**config.mk**
```make
export PLATFORM = sky130hd
export DESIGN_NAME = qam16_slicer_demapper_flat
export DESIGN_NICKNAME = d
export VERILOG_FILES = /design/src/rtl/qam16_slicer_demapper_if.sv /design/src/rtl/qam16_slicer_demapper.sv /design/src/flat_wrapper.sv
export SDC_FILE = /design/constraint.sdc
export NUM_CORES = 1
export LEC_CHECK = 0
export ABC_CLOCK_PERIOD_IN_PS = 8800
export CAP_MARGIN = 0
export CORE_MARGIN = 5
export CORE_UTILIZATION = 44
export CTS_CLUSTER_SIZE = 16
export DETAILED_ROUTE_END_ITERATION = 12
export PLACE_DENSITY = 0.72
export REMOVE_ABC_BUFFERS = 1
export SYNTH_ARGS = -nofsm -noshare
export SYNTH_HDL_FRONTEND = slang
export SYNTH_SLANG_ARGS = --single-unit
```
**constraint.sdc**
```tcl
create_clock -name clk -period 8.8 [get_ports clk]
set_input_delay 0.88 -clock clk [delete_from_list [all_inputs] [get_ports clk]]
set_output_delay 0.88 -clock clk [all_outputs]
set_load 0.1 [all_outputs]
```
**src/rtl/qam16_slicer_demapper_if.sv**
```systemverilog
// Symbol bus between the matched-filter front end and the 16-QAM slicer/demapper.
// master drives the samples and strobe; slave returns decisions and the threshold.
interface qam16_slicer_demapper_if;
    localparam int unsigned DW = 18;

    logic                 sym_clk_en;
    logic signed [DW-1:0] in_phs_in;
    logic signed [DW-1:0] quad_in;
    logic [3:0]           sym_out;
    logic                 sym_valid;
    logic signed [DW-1:0] in_phs_dec;
    logic signed [DW-1:0] quad_dec;
    logic signed [DW-1:0] ref_level;
    logic                 ref_update;

    modport master (
        output sym_clk_en, in_phs_in, quad_in,
        input  sym_out, sym_valid, in_phs_dec, quad_dec, ref_level, ref_update
    );

    modport slave (
        input  sym_clk_en, in_phs_in, quad_in,
        output sym_out, sym_valid, in_phs_dec, quad_dec, ref_level, ref_update
    );
endinterface

```
**src/rtl/qam16_slicer_demapper.sv**
```systemverilog
// 16-QAM slicer and Gray demapper with a block-averaged decision threshold.
// Two-stage pipeline: sign/|x| capture, then threshold compare and level decision.
module qam16_slicer_demapper #(
    parameter int unsigned        LOG2_AVG = 12,
    parameter logic signed [17:0] INIT_REF = 18'sd32768
) (
    input  logic                          clk,
    input  logic                          reset,
    qam16_slicer_demapper_if.slave        bus
);
    localparam int unsigned DW = 18;
    localparam int unsigned AW = 19 + LOG2_AVG;
    localparam logic signed [DW-1:0] X_MIN   = {1'b1, {(DW-1){1'b0}}};
    localparam logic signed [DW:0]   SAT_POS = (DW+1)'((1 << (DW-1)) - 1);
    localparam logic signed [DW:0]   SAT_NEG = -SAT_POS;

    typedef enum logic {FILL, RUN} est_state_t;

    // |x| with the single unrepresentable magnitude clamped to full scale
    function automatic logic [DW-2:0] abs_sat(input logic signed [DW-1:0] x);
        if (x == X_MIN)
            return '1;
        else if (x[DW-1])
            return (DW-1)'(-x);
        else
            return (DW-1)'(x);
    endfunction

    logic                 s1_valid;
    logic                 s1_neg_i;
    logic                 s1_neg_q;
    logic [DW-2:0]        s1_abs_i;
    logic [DW-2:0]        s1_abs_q;

    logic [AW-1:0]        acc;
    logic [LOG2_AVG-1:0]  sym_cnt;
    est_state_t           est_state;

    logic signed [DW-1:0] ref_half_c;
    logic signed [DW:0]   outer_sum_c;
    logic signed [DW-1:0] outer_lvl_c;
    logic                 outer_i_c;
    logic                 outer_q_c;
    logic signed [DW-1:0] lvl_i_c;
    logic signed [DW-1:0] lvl_q_c;
    logic signed [DW-1:0] dec_i_c;
    logic signed [DW-1:0] dec_q_c;
    logic [DW-1:0]        sym_sum_c;
    logic [AW-1:0]        acc_next_c;
    logic                 wrap_c;

    // Decision levels and estimator arithmetic from the current threshold
    always_comb begin
        ref_half_c  = bus.ref_level >>> 1;
        outer_sum_c = (DW+1)'(bus.ref_level) + (DW+1)'(ref_half_c);
        if (outer_sum_c > SAT_POS)
            outer_lvl_c = DW'(SAT_POS);
        else if (outer_sum_c < SAT_NEG)
            outer_lvl_c = DW'(SAT_NEG);
        else
            outer_lvl_c = DW'(outer_sum_c);

        outer_i_c = $signed({1'b0, s1_abs_i}) >= bus.ref_level;
        outer_q_c = $signed({1'b0, s1_abs_q}) >= bus.ref_level;
        lvl_i_c   = outer_i_c ? outer_lvl_c : ref_half_c;
        lvl_q_c   = outer_q_c ? outer_lvl_c : ref_half_c;
        dec_i_c   = s1_neg_i ? -lvl_i_c : lvl_i_c;
        dec_q_c   = s1_neg_q ? -lvl_q_c : lvl_q_c;

        sym_sum_c  = DW'(s1_abs_i) + DW'(s1_abs_q);
        acc_next_c = acc + AW'(sym_sum_c);
        wrap_c     = s1_valid && (sym_cnt == '1);
    end

    // Stage 1: sign and saturated magnitude at the decision instant
    always_ff @(posedge clk or negedge reset) begin
        if (!reset) begin
            s1_valid <= 1'b0;
            s1_neg_i <= 1'b0;
            s1_neg_q <= 1'b0;
            s1_abs_i <= '0;
            s1_abs_q <= '0;
        end else begin
            s1_valid <= bus.sym_clk_en;
            if (bus.sym_clk_en) begin
                s1_neg_i <= bus.in_phs_in[DW-1];
                s1_neg_q <= bus.quad_in[DW-1];
                s1_abs_i <= abs_sat(bus.in_phs_in);
                s1_abs_q <= abs_sat(bus.quad_in);
            end
        end
    end

    // Stage 2: Gray code is {positive, inner} per axis
    always_ff @(posedge clk or negedge reset) begin
        if (!reset) begin
            bus.sym_out    <= '0;
            bus.sym_valid  <= 1'b0;
            bus.in_phs_dec <= '0;
            bus.quad_dec   <= '0;
        end else begin
            bus.sym_valid <= s1_valid;
            if (s1_valid) begin
                bus.sym_out    <= {~s1_neg_i, ~outer_i_c, ~s1_neg_q, ~outer_q_c};
                bus.in_phs_dec <= dec_i_c;
                bus.quad_dec   <= dec_q_c;
            end
        end
    end

    // Reference estimator: mean of (|I|+|Q|)/2 over 2^LOG2_AVG symbols
    always_ff @(posedge clk or negedge reset) begin
        if (!reset) begin
            est_state      <= FILL;
            acc            <= '0;
            sym_cnt        <= '0;
            bus.ref_level  <= INIT_REF;
            bus.ref_update <= 1'b0;
        end else begin
            bus.ref_update <= wrap_c;
            if (s1_valid) begin
                sym_cnt <= sym_cnt + LOG2_AVG'(1);
                if (wrap_c) begin
                    acc           <= '0;
                    bus.ref_level <= DW'(acc_next_c >> (LOG2_AVG + 1));
                    if (est_state == FILL)
                        est_state <= RUN;
                end else begin
                    acc <= acc_next_c;
                end
            end
        end
    end
endmodule

```
**src/flat_wrapper.sv**
```systemverilog
// flat-port wrapper written by rule: the top's interface ports become plain ports
module qam16_slicer_demapper_flat 
#(
    parameter int unsigned        LOG2_AVG = 12,
    parameter logic signed [17:0] INIT_REF = 18'sd32768
)
  (clk, reset, bus_sym_clk_en, bus_in_phs_in, bus_quad_in, bus_sym_out, bus_sym_valid, bus_in_phs_dec, bus_quad_dec, bus_ref_level, bus_ref_update);
  qam16_slicer_demapper_if bus_i ();
  input  logic clk;
  input  logic reset;
  input wire logic [$bits(bus_i.sym_clk_en)-1:0] bus_sym_clk_en;
  input wire logic [$bits(bus_i.in_phs_in)-1:0] bus_in_phs_in;
  input wire logic [$bits(bus_i.quad_in)-1:0] bus_quad_in;
  output wire logic [$bits(bus_i.sym_out)-1:0] bus_sym_out;
  output wire logic [$bits(bus_i.sym_valid)-1:0] bus_sym_valid;
  output wire logic [$bits(bus_i.in_phs_dec)-1:0] bus_in_phs_dec;
  output wire logic [$bits(bus_i.quad_dec)-1:0] bus_quad_dec;
  output wire logic [$bits(bus_i.ref_level)-1:0] bus_ref_level;
  output wire logic [$bits(bus_i.ref_update)-1:0] bus_ref_update;
  assign bus_i.sym_clk_en = bus_sym_clk_en;
  assign bus_i.in_phs_in = bus_in_phs_in;
  assign bus_i.quad_in = bus_quad_in;
  assign bus_sym_out = bus_i.sym_out;
  assign bus_sym_valid = bus_i.sym_valid;
  assign bus_in_phs_dec = bus_i.in_phs_dec;
  assign bus_quad_dec = bus_i.quad_dec;
  assign bus_ref_level = bus_i.ref_level;
  assign bus_ref_update = bus_i.ref_update;
  qam16_slicer_demapper #(.LOG2_AVG(LOG2_AVG), .INIT_REF(INIT_REF)) u_core (.clk(clk), .reset(reset), .bus(bus_i));
endmodule
```
==> results of run 1 <==
==> cell families (layout without fill, tap and decap cells) <==
| family | count (synthesis) | in the layout | share of synthesized area [%] |
|---|---|---|---|
| compound gates | 391 | 391 | 24.84 |
| xor+xnor | 103 | 103 | 8.313 |
| fa+ha+maj | 94 | 94 | 11.92 |
| buf+inv | 106 | 190 | 3.776 |
| flops | 140 | 140 | 31.76 |
| mux | 29 | 29 | 2.869 |
| simple gates | 369 | 369 | 16.52 |
==> synthesized netlist by cell type (23+ instances only) <==
cell type / number
dfrtp_1: 139
nor2_1: 119
a21oi_1: 102
nand2_1: 85
o21ai_0: 83
ha_1: 73
xnor2_1: 55
inv_1: 50
xor2_1: 46
clkbuf_1: 45
a21o_1: 31
or3_1: 25
nand3_1: 24
nor3_1: 23
==> registers in the layout, indices dropped and copies added, names as in the netlist <==
name	cells
u_core.acc	31
u_core.bus.in_phs_dec	18
u_core.bus.quad_dec	18
u_core.bus.ref_level	18
u_core.s1_abs_i	17
u_core.s1_abs_q	17
u_core.sym_cnt	12
u_core.bus.sym_out	4
u_core.bus.ref_update	1
u_core.bus.sym_valid	1
u_core.s1_neg_i	1
u_core.s1_neg_q	1
u_core.s1_valid	1
==> where the power goes <==
part | switching, uW | total, uW | internal [uW]
Clock | 309 | 788 | 479
Sequential | 124 | 894 | 770
Combinational | 919 | 1480 | 564
==> per-stage QoR <==
stage / setup slack, ns / util (%) / hold WS (ns) / instances
4_1_cts: 3.516 / 51.66 / 0.4748 / 1646
5_1_grt: 3.195 / 51.66 / 0.5002 / 1646
3_3_place_gp: 3.640 / 49.16 / 0.4514 / 1614
2_1_floorplan: 3.246 / - / 0.4342 / 1177
6_report: 3.456 / 51.66 / 0.4442 / 1646
3_5_place_dp: 3.552 / 49.16 / 0.4712 / 1614
==> path summary, 6_finish.rpt <==
check,startpoint,to,slack (ns),cells after the start
min,reset,u_core.bus.ref_level[13],0.44,1
max in group asynchronous,reset,u_core.s1_valid,6.90,2
min reg2reg,u_core.bus.quad_dec[1],u_core.bus.quad_dec[1],0.48,1
max reg2reg,u_core.bus.ref_level[1],u_core.bus.in_phs_dec[12],3.46,20
min in group clk,u_core.bus.quad_dec[1],u_core.bus.quad_dec[1],0.48,1
max,u_core.bus.ref_level[1],u_core.bus.in_phs_dec[12],3.46,20
==> routing by layer <==
| metal | track usage (%) | vias to the layer above | wire [um] |
|---|---|---|---|
| met5 | 0 | - | 0 |
| met4 | 7.869 | 0 | 1087 |
| met3 | 4.156 | 79 | 1942 |
| met2 | 37.65 | 356 | 15530 |
| met1 | 29.93 | 4756 | 13790 |
| li1 | - | 4635 | - |
==> layout by cell type (no fill, tap or decap), drive strengths merged, types with 8 or more instances in the layout <==
cell,count
ha,73
xor2,47
a21oi,104
nor3,24
o21a,13
o21ai,89
nor2,121
or2,8
nand2,85
or3,25
o31ai,22
buf,10
a21o,31
a211oi,16
mux2i,8
nand4,10
fa,19
a221oi,8
inv,53
clkdlybuf4s50,97
o2bb2ai,17
xnor2,56
o211ai,17
nand3,24
clkbuf,20
nand2b,9
mux2,21
and3,21
dfrtp,139
==> layout make-up <==
type / instances / area [sq um]
Fill cell: 2305 / 12070
Timing Repair Buffer: 107 / 1050
Clock inverter: 12 / 188.9
Clock buffer: 20 / 436.7
Tap cell: 330 / 412.9
Inverter: 51 / 191.4
Multi-Input combinational cell: 986 / 7112
Sequential cell: 140 / 3506
==> flow_summary.ini, run 1 <==
[hold_path]
min_path_type = in2async

[worst_setup_path]
path_class = reg2reg
crit_family = compound AO/OA/AOI/OAI gates
arrival_ns = 5.66
required_ns = 9.12
crit_path_max_fanout = 11
startpoint_type = register
max_stage_delay_ns = 0.53
worstPathCellList = ha_1 -> fa_1 -> a211oi_1 -> o21ai_0 -> a21o_1 -> a211oi_1 -> nor3_1 -> nand4b_4 -> o31ai_2 -> buf_4 -> mux2_2 -> nor2_1 -> mux2_2 -> ha_1 -> inv_1 -> nor4_1 -> nand2_1 -> o41ai_2 -> xnor2_1 -> mux2_2
cp-end-kind = register
slowest_stage = a211oi_1
crit_top_cell = mux2_2
worst-path-buf-inv = 2

[logic_synthesis]
ys.flop_type = dfrtp_1
syn_inst = 1232
synthArstFlopShare_pct = 100.0
syn_area_per_cell_sq_um = 8.955
synth.area.top_cells = dfrtp_1 (32%), ha_1 (8.3%), a21oi_1 (4.6%)
synth_top_area_share_pct = 31.53
syn_area_sq_um = 11030
yosys_register_bits = 140
yosysTopAreaCell = dfrtp_1
ys_warn_count = 0
ys_seq_area_share_pct = 31.76
synth-edff-count = 0
synth_cell_types = 96

[route]
dr.pass1.iters = 6
drc = 0
via_per_inst = 5.970
vias = 9826
wl_per_cell_um = 19.65
wl_um = 32350
drt_iter0_markers = 923
ant_nets = 0

[power]
p_leak_uw = 0.005456
p_total_uw = 3165
ir_drop_mv = 0.1255
powerDensity_nw_per_um2 = 245.4

[clock_network]
clock_path_buffers = 2
cts-root-buf = clkbuf_16
numCtsBuffers = 17
clock_sinks = 140
holdBufCountCts = 0
cts.clk_slew.worst_paths_ns = 0.07
cts_resized = 0
cts_tree = built
cts-htree-levels = 4
post_cts_buffers = 0
insertion_delay_ns = 0.44

[finish]
drive_above_1_share_pct = 8.435
antenna_cells = 0
syn_to_final_growth_pct = 16.90
postLayoutCellArea_sq_um = 12900
nets = 1434

[timing]
fin_setup_tns_ns = 0
max_freq_mhz = 187.1
setup_viol = 0
rsz0062_at_grt = false
finClkSkew_ns = 0.01393
worst_pin_slew_ns = 1.259
period_minus_slack_ns = 5.344
finalCritPeriodShare_pct = 60.73
slew_viol_final = 0
relSlewSlack_pct = 15.77
finalHoldViolCount = 0

[floorplanning]
core_sq_um = 24960
num_io_pins = 99
row_count = 58
fp.dieW_um = 168.4
start_util_pct = 44.20
die_h_um = 168.4
die_area_sq_um = 28340

[grt]
grt_first_pass_wirelength_um = 51790
grt_max_degree = 72
grt_pass1_vias = 9517
grt_overflow_total = 0
grt_util_all_layers_pct = 22.71
antenna_found_initial = 0

[placed_design]
io_buffers = 98
placed_cell_area_sq_um = 12270
place_congestion = 0.9736
hpwl_um = 23960

[outcome]
status = finished, final reports clean

[flow_run]
maxCapViolCount = 0
Power figures use the tool's default switching activity.
==> inputs of run 2 (changes only) <==
--- a/config.mk
+++ b/config.mk
@@ -5,7 +5,7 @@
 export SDC_FILE = /design/constraint.sdc
 export NUM_CORES = 1
 export LEC_CHECK = 0
-export ABC_CLOCK_PERIOD_IN_PS = 8800
+export ABC_CLOCK_PERIOD_IN_PS = 5500
 export CAP_MARGIN = 0
 export CORE_MARGIN = 5
 export CORE_UTILIZATION = 44
==> constraint.sdc (replaced) <==
create_clock -name clk -period 5.5 [get_ports clk]
set_input_delay 0.55 -clock clk [delete_from_list [all_inputs] [get_ports clk]]
set_output_delay 0.55 -clock clk [all_outputs]
set_load 0.1 [all_outputs]
==> flow_summary.ini, run 2 (synthesis results as in run 1) <==
[grt]
grt_first_pass_wirelength_um = 52130
antenna_found_initial = 0
grt_pass1_vias = 9779
grt_max_degree = 80
grt_overflow_total = 0
grt_util_all_layers_pct = 22.79

[route]
ant_nets = 0
routed.top_layer = met4
drc = 0
wirelength_met1_um = 13890
route.met2.wl_um = 15500
via_per_inst = 5.939
vias = 9812
drt_iter0_markers = 893
wl_met3_um = 1625
wl_per_cell_um = 19.42
wl_um = 32090
dr.pass1.iters = 6

[worst_setup_path]
r2r_start = u_core.bus.ref_level[1]
startpoint_type = register
worstRegToRegCells = 18
required_ns = 5.83
ff2ff_setup_slack_ns = 0.37
worstPathCellList = ha_1 -> fa_1 -> a211o_1 -> a21o_1 -> a311oi_2 -> nand3_1 -> and4bb_2 -> nand4b_4 -> o31ai_2 -> o22a_1 -> mux2_2 -> ha_1 -> inv_1 -> nor4_1 -> nand2_1 -> o41ai_2 -> xnor2_1 -> mux2_2
max_stage_delay_ns = 0.46
slowest_stage = dfrtp_1
cp-end-kind = register
setup.worst_path.start = u_core.bus.ref_level[1]
cp-endpoint = u_core.bus.in_phs_dec[12]
path_class = reg2reg
reg2reg_to = u_core.bus.in_phs_dec[12]
crit_path_max_fanout = 7
arrival_ns = 5.46

[floorplanning]
fp.dieW_um = 168.4
die_h_um = 168.4
core_sq_um = 24960
start_util_pct = 44.20
row_count = 58
num_io_pins = 99
die_area_sq_um = 28340

[clock_network]
clock_path_buffers = 2
post_cts_buffers = 0
insertion_delay_ns = 0.45
cts.clk_slew.worst_paths_ns = 0.07
cts-htree-levels = 4
clock_sinks = 140
holdBufCountCts = 0
cts-root-buf = clkbuf_16
numCtsBuffers = 17
cts_tree = built
cts_resized = 0

[flow_run]
maxCapViolCount = 0

[timing]
slew_viol_final = 0
worst_pin_slew_ns = 1.166
layout_setup_ws_ns = 0.3717
fin_setup_tns_ns = 0
rsz0062_at_grt = false
finalCritPeriodShare_pct = 93.24
finClkSkew_ns = 0.01274
finalHoldViolCount = 0
setup_viol = 0
period_minus_slack_ns = 5.128
max_freq_mhz = 195.0
relSlewSlack_pct = 21.96

[outcome]
status = finished, final reports clean

[finish]
nets = 1440
largest_reg_flops = 31
drive_above_1_share_pct = 9.077
antenna_cells = 0
final_core_util_pct = 51.68
postLayoutCellArea_sq_um = 12900
top_register = u_core.acc
layout_commonest_cell = dfrtp_1
syn_to_final_growth_pct = 16.93
final_cell_mix = dfrtp_1 (138), nor2_1 (119), a21oi_1 (102)

[hold_path]
min_path_type = in2async

[placed_design]
dp_slack_ns = 0.4469
placed_cell_area_sq_um = 12320
place_congestion = 0.9555
io_buffers = 98
hpwl_um = 24130

[power]
ir_drop_mv = 0.1827
powerDensity_nw_per_um2 = 382.1
p_leak_uw = 0.005466
run 2: cell types whose count changed in the layout (fill, tap and decap cells not counted), moves of 2 or more:
cell,previous run,this run
clkbuf_1,3,0
bufinv_16,4,1
buf_4,9,15
inv_6,1,3
inv_8,1,3
run 2: metal layers:
layer	up-vias	global-route usage, %
met3	67	3.545
met4	0	9.668
li1	4656	-
met2	305	37.68
met5	-	0
met1	4784	29.80
run 2: worst min path at each step:
stage / startpoint / slack [ns] / cells past startpoint / end
after floorplan: reset / 0.25 / 0 / u_core.acc[0]
after global placement: u_core.sym_cnt[10] / 0.45 / 1 / u_core.sym_cnt[10]
after detailed placement: u_core.sym_cnt[10] / 0.47 / 1 / u_core.sym_cnt[10]
after CTS: reset / 0.13 / 1 / u_core.acc[25]
after global routing: reset / 0.18 / 1 / u_core.bus.ref_level[14]
final: reset / 0.11 / 1 / u_core.bus.ref_level[14]
run 2: where the power goes:
part / leakage [uW] / internal [uW] / switching, uW
logic: 0.00346 / 902 / 1430
clock network: 0.000275 / 639 / 533
registers: 0.00173 / 1230 / 196
total: 0.00547 / 2770 / 2160
run 2: cell type report:
cell class	count	area (sq um)
multi-input combinational	986	7112
sequential	140	3506
fill	2317	12060
timing repair buffer	113	1095
inverter	51	191.4
clock inverter	15	158.9
clock buffer	17	425.4
tap	330	412.9
run 2: critical path, delay by kind of cell (launching register included):
family / cells / cell delay, ns
AO/OA/AOI/OAI: 6 / 1.82
AND/OR/NAND/NOR: 5 / 1.27
adder cells (fa/ha/maj): 3 / 0.84
flip-flops: 1 / 0.46
multiplexers: 2 / 0.43
XOR/XNOR: 1 / 0.11
buffers and inverters: 1 / 0.07
run 2: per-stage QoR:
stage	instances	hold slack [ns]	total power, uW
2_1_floorplan	1177	0.2544	3185
3_3_place_gp	1620	0.4548	3682
3_5_place_dp	1620	0.4663	3748
4_1_cts	1652	0.1286	4940
5_1_grt	1652	0.1772	5235
6_report	1652	0.1140	4930
==> inputs of run 3 (changes only) <==
--- a/config.mk
+++ b/config.mk
@@ -5,7 +5,6 @@
 export SDC_FILE = /design/constraint.sdc
 export NUM_CORES = 1
 export LEC_CHECK = 0
-export ABC_CLOCK_PERIOD_IN_PS = 5500
 export CAP_MARGIN = 0
 export CORE_MARGIN = 5
 export CORE_UTILIZATION = 44
==> constraint.sdc (replaced) <==
create_clock -name clk -period 5.4 [get_ports clk]
set_input_delay 0.54 -clock clk [delete_from_list [all_inputs] [get_ports clk]]
set_output_delay 0.54 -clock clk [all_outputs]
set_load 0.1 [all_outputs]
==> flow_summary.ini, run 3 (synthesis results as in run 1) <==
[power]
ir_drop_mv = 0.2398
p_leak_uw = 0.005522
powerDensity_nw_per_um2 = 394.3

[route]
ant_nets = 0
wl_met3_um = 2047
drt_iter0_markers = 967
dr.pass1.iters = 6
vias = 9833
drc = 0
route.met2.wl_um = 15520
routed.top_layer = met4
wl_um = 32220
wirelength_met1_um = 13490
wl_per_cell_um = 19.47
via_per_inst = 5.941

[timing]
slew_viol_final = 0
rsz0062_at_grt = false
worst_pin_slew_ns = 1.060
setup_viol = 0
period_minus_slack_ns = 5.073
max_freq_mhz = 197.1
relSlewSlack_pct = 28.87
finalHoldViolCount = 0
finalCritPeriodShare_pct = 93.94
finClkSkew_ns = 0.01906

[floorplanning]
num_io_pins = 99
start_util_pct = 44.20
die_h_um = 168.4
core_sq_um = 24960
row_count = 58
fp.dieW_um = 168.4
die_area_sq_um = 28340

[clock_network]
cts.clk_slew.worst_paths_ns = 0.06
insertion_delay_ns = 0.43
holdBufCountCts = 0
clock_sinks = 140
cts_tree = built
cts-htree-levels = 4
numCtsBuffers = 17
clock_path_buffers = 2
cts-root-buf = clkbuf_16

[flow_run]
maxCapViolCount = 0

[placed_design]
io_buffers = 98
place_congestion = 0.9553
place_inst = 1622
hpwl_um = 24250

[worst_setup_path]
required_ns = 5.71
path_class = reg2reg
startpoint_type = register
crit_path_max_fanout = 7
cp-end-kind = register
arrival_ns = 5.38

[grt]
grt_pass1_vias = 9786
grt_first_pass_wirelength_um = 51850
grt_util_all_layers_pct = 22.70
grt_max_degree = 94
grt_overflow_total = 0
antenna_found_initial = 0

[finish]
finalNonFillerCells = 1655
layout_commonest_cell = dfrtp_1
final_cell_mix = dfrtp_1 (138), nor2_1 (119), a21oi_1 (102)
syn_to_final_growth_pct = 17.84
antenna_cells = 0
drive_above_1_share_pct = 9.358
top_register = u_core.acc
final_core_util_pct = 52.08
nets = 1443
largest_reg_flops = 31

[hold_path]
min_path_type = in2async

[outcome]
status = finished, final reports clean
==> run 3: cell types whose count changed in the layout (fill, tap and decap cells not counted), moves of 2 or more <==
cell / delta
clkbuf_8: +3
inv_6: +3
buf_4: +3
clkinvlp_4: -3
inv_8: -2
bufinv_16: +2
==> run 3: critical path, cell delays in order (launching register included) <==
cell,delay (ns)
dfrtp_1,0.46
ha_1,0.26
fa_1,0.47
a211o_1,0.34
a21o_1,0.18
a311oi_4,0.34
nand3_1,0.17
and4bb_2,0.41
nand4b_4,0.17
o31ai_4,0.28
o22a_1,0.20
mux2_2,0.16
ha_1,0.13
inv_1,0.07
nor4_1,0.38
nand2_1,0.20
o41ai_2,0.37
xnor2_1,0.11
mux2_2,0.27
==> run 3: layer usage <==
| layer | GRT usage, % | vias to the layer above |
|---|---|---|
| met3 | 4.649 | 83 |
| met1 | 29.03 | 4715 |
| met4 | 8.892 | 0 |
| met5 | 0 | - |
| met2 | 37.81 | 376 |
| li1 | - | 4659 |
==> run 3: final cells by class <==
| type | instances | area (sq um) |
|---|---|---|
| Tap cell | 330 | 412.9 |
| Clock buffer | 20 | 466.7 |
| Multi-Input combinational cell | 986 | 7137 |
| Inverter | 51 | 191.4 |
| Sequential cell | 140 | 3506 |
| Timing Repair Buffer | 116 | 1117 |
| Fill cell | 2374 | 11960 |
| Clock inverter | 12 | 170.2 |
==> run 3: power by group <==
part           switching (uW)  internal, uW
registers                 201          1250
clock network             504           777
logic                    1470           923
==> run 3: path summary, 6_finish.rpt <==
check | startpoint | end | slack (ns) | cells past startpoint
setup / recovery | u_core.bus.ref_level[1] | u_core.bus.in_phs_dec[12] | 0.33 | 18
hold / removal | reset | u_core.bus.ref_level[11] | 0.20 | 1
setup reg to reg | u_core.bus.ref_level[1] | u_core.bus.in_phs_dec[12] | 0.33 | 18
hold reg to reg | u_core.sym_cnt[11] | u_core.sym_cnt[11] | 0.47 | 1
max in group asynchronous | reset | u_core.acc[13] | 4.04 | 2
min in group clk | u_core.sym_cnt[11] | u_core.sym_cnt[11] | 0.47 | 1
==> run 3: per-stage QoR <==
stage / setup WS [ns] / setup TNS [ns] / total power, uW / hold WS (ns) / cell area [sq um]
final: 0.3272 / 0 / 5126 / 0.2007 / 13000
after global routing: 0.05208 / 0 / 5431 / 0.2654 / 13000
after CTS: 0.3021 / 0 / 5137 / 0.2302 / 12970
after detailed placement: 0.3203 / 0 / 3824 / 0.4530 / 12330
after global placement: 0.4037 / 0 / 3753 / 0.4536 / 12330
after floorplan: -0.1542 / -0.3967 / 3243 / 0.2444 / 10810
==> run 3: what timing repair did <==
item | in CTS | in global routing
resized for setup | 0 | 3
buffers inserted | 0 | 1
endpoints found under the setup margin | 0 | 4
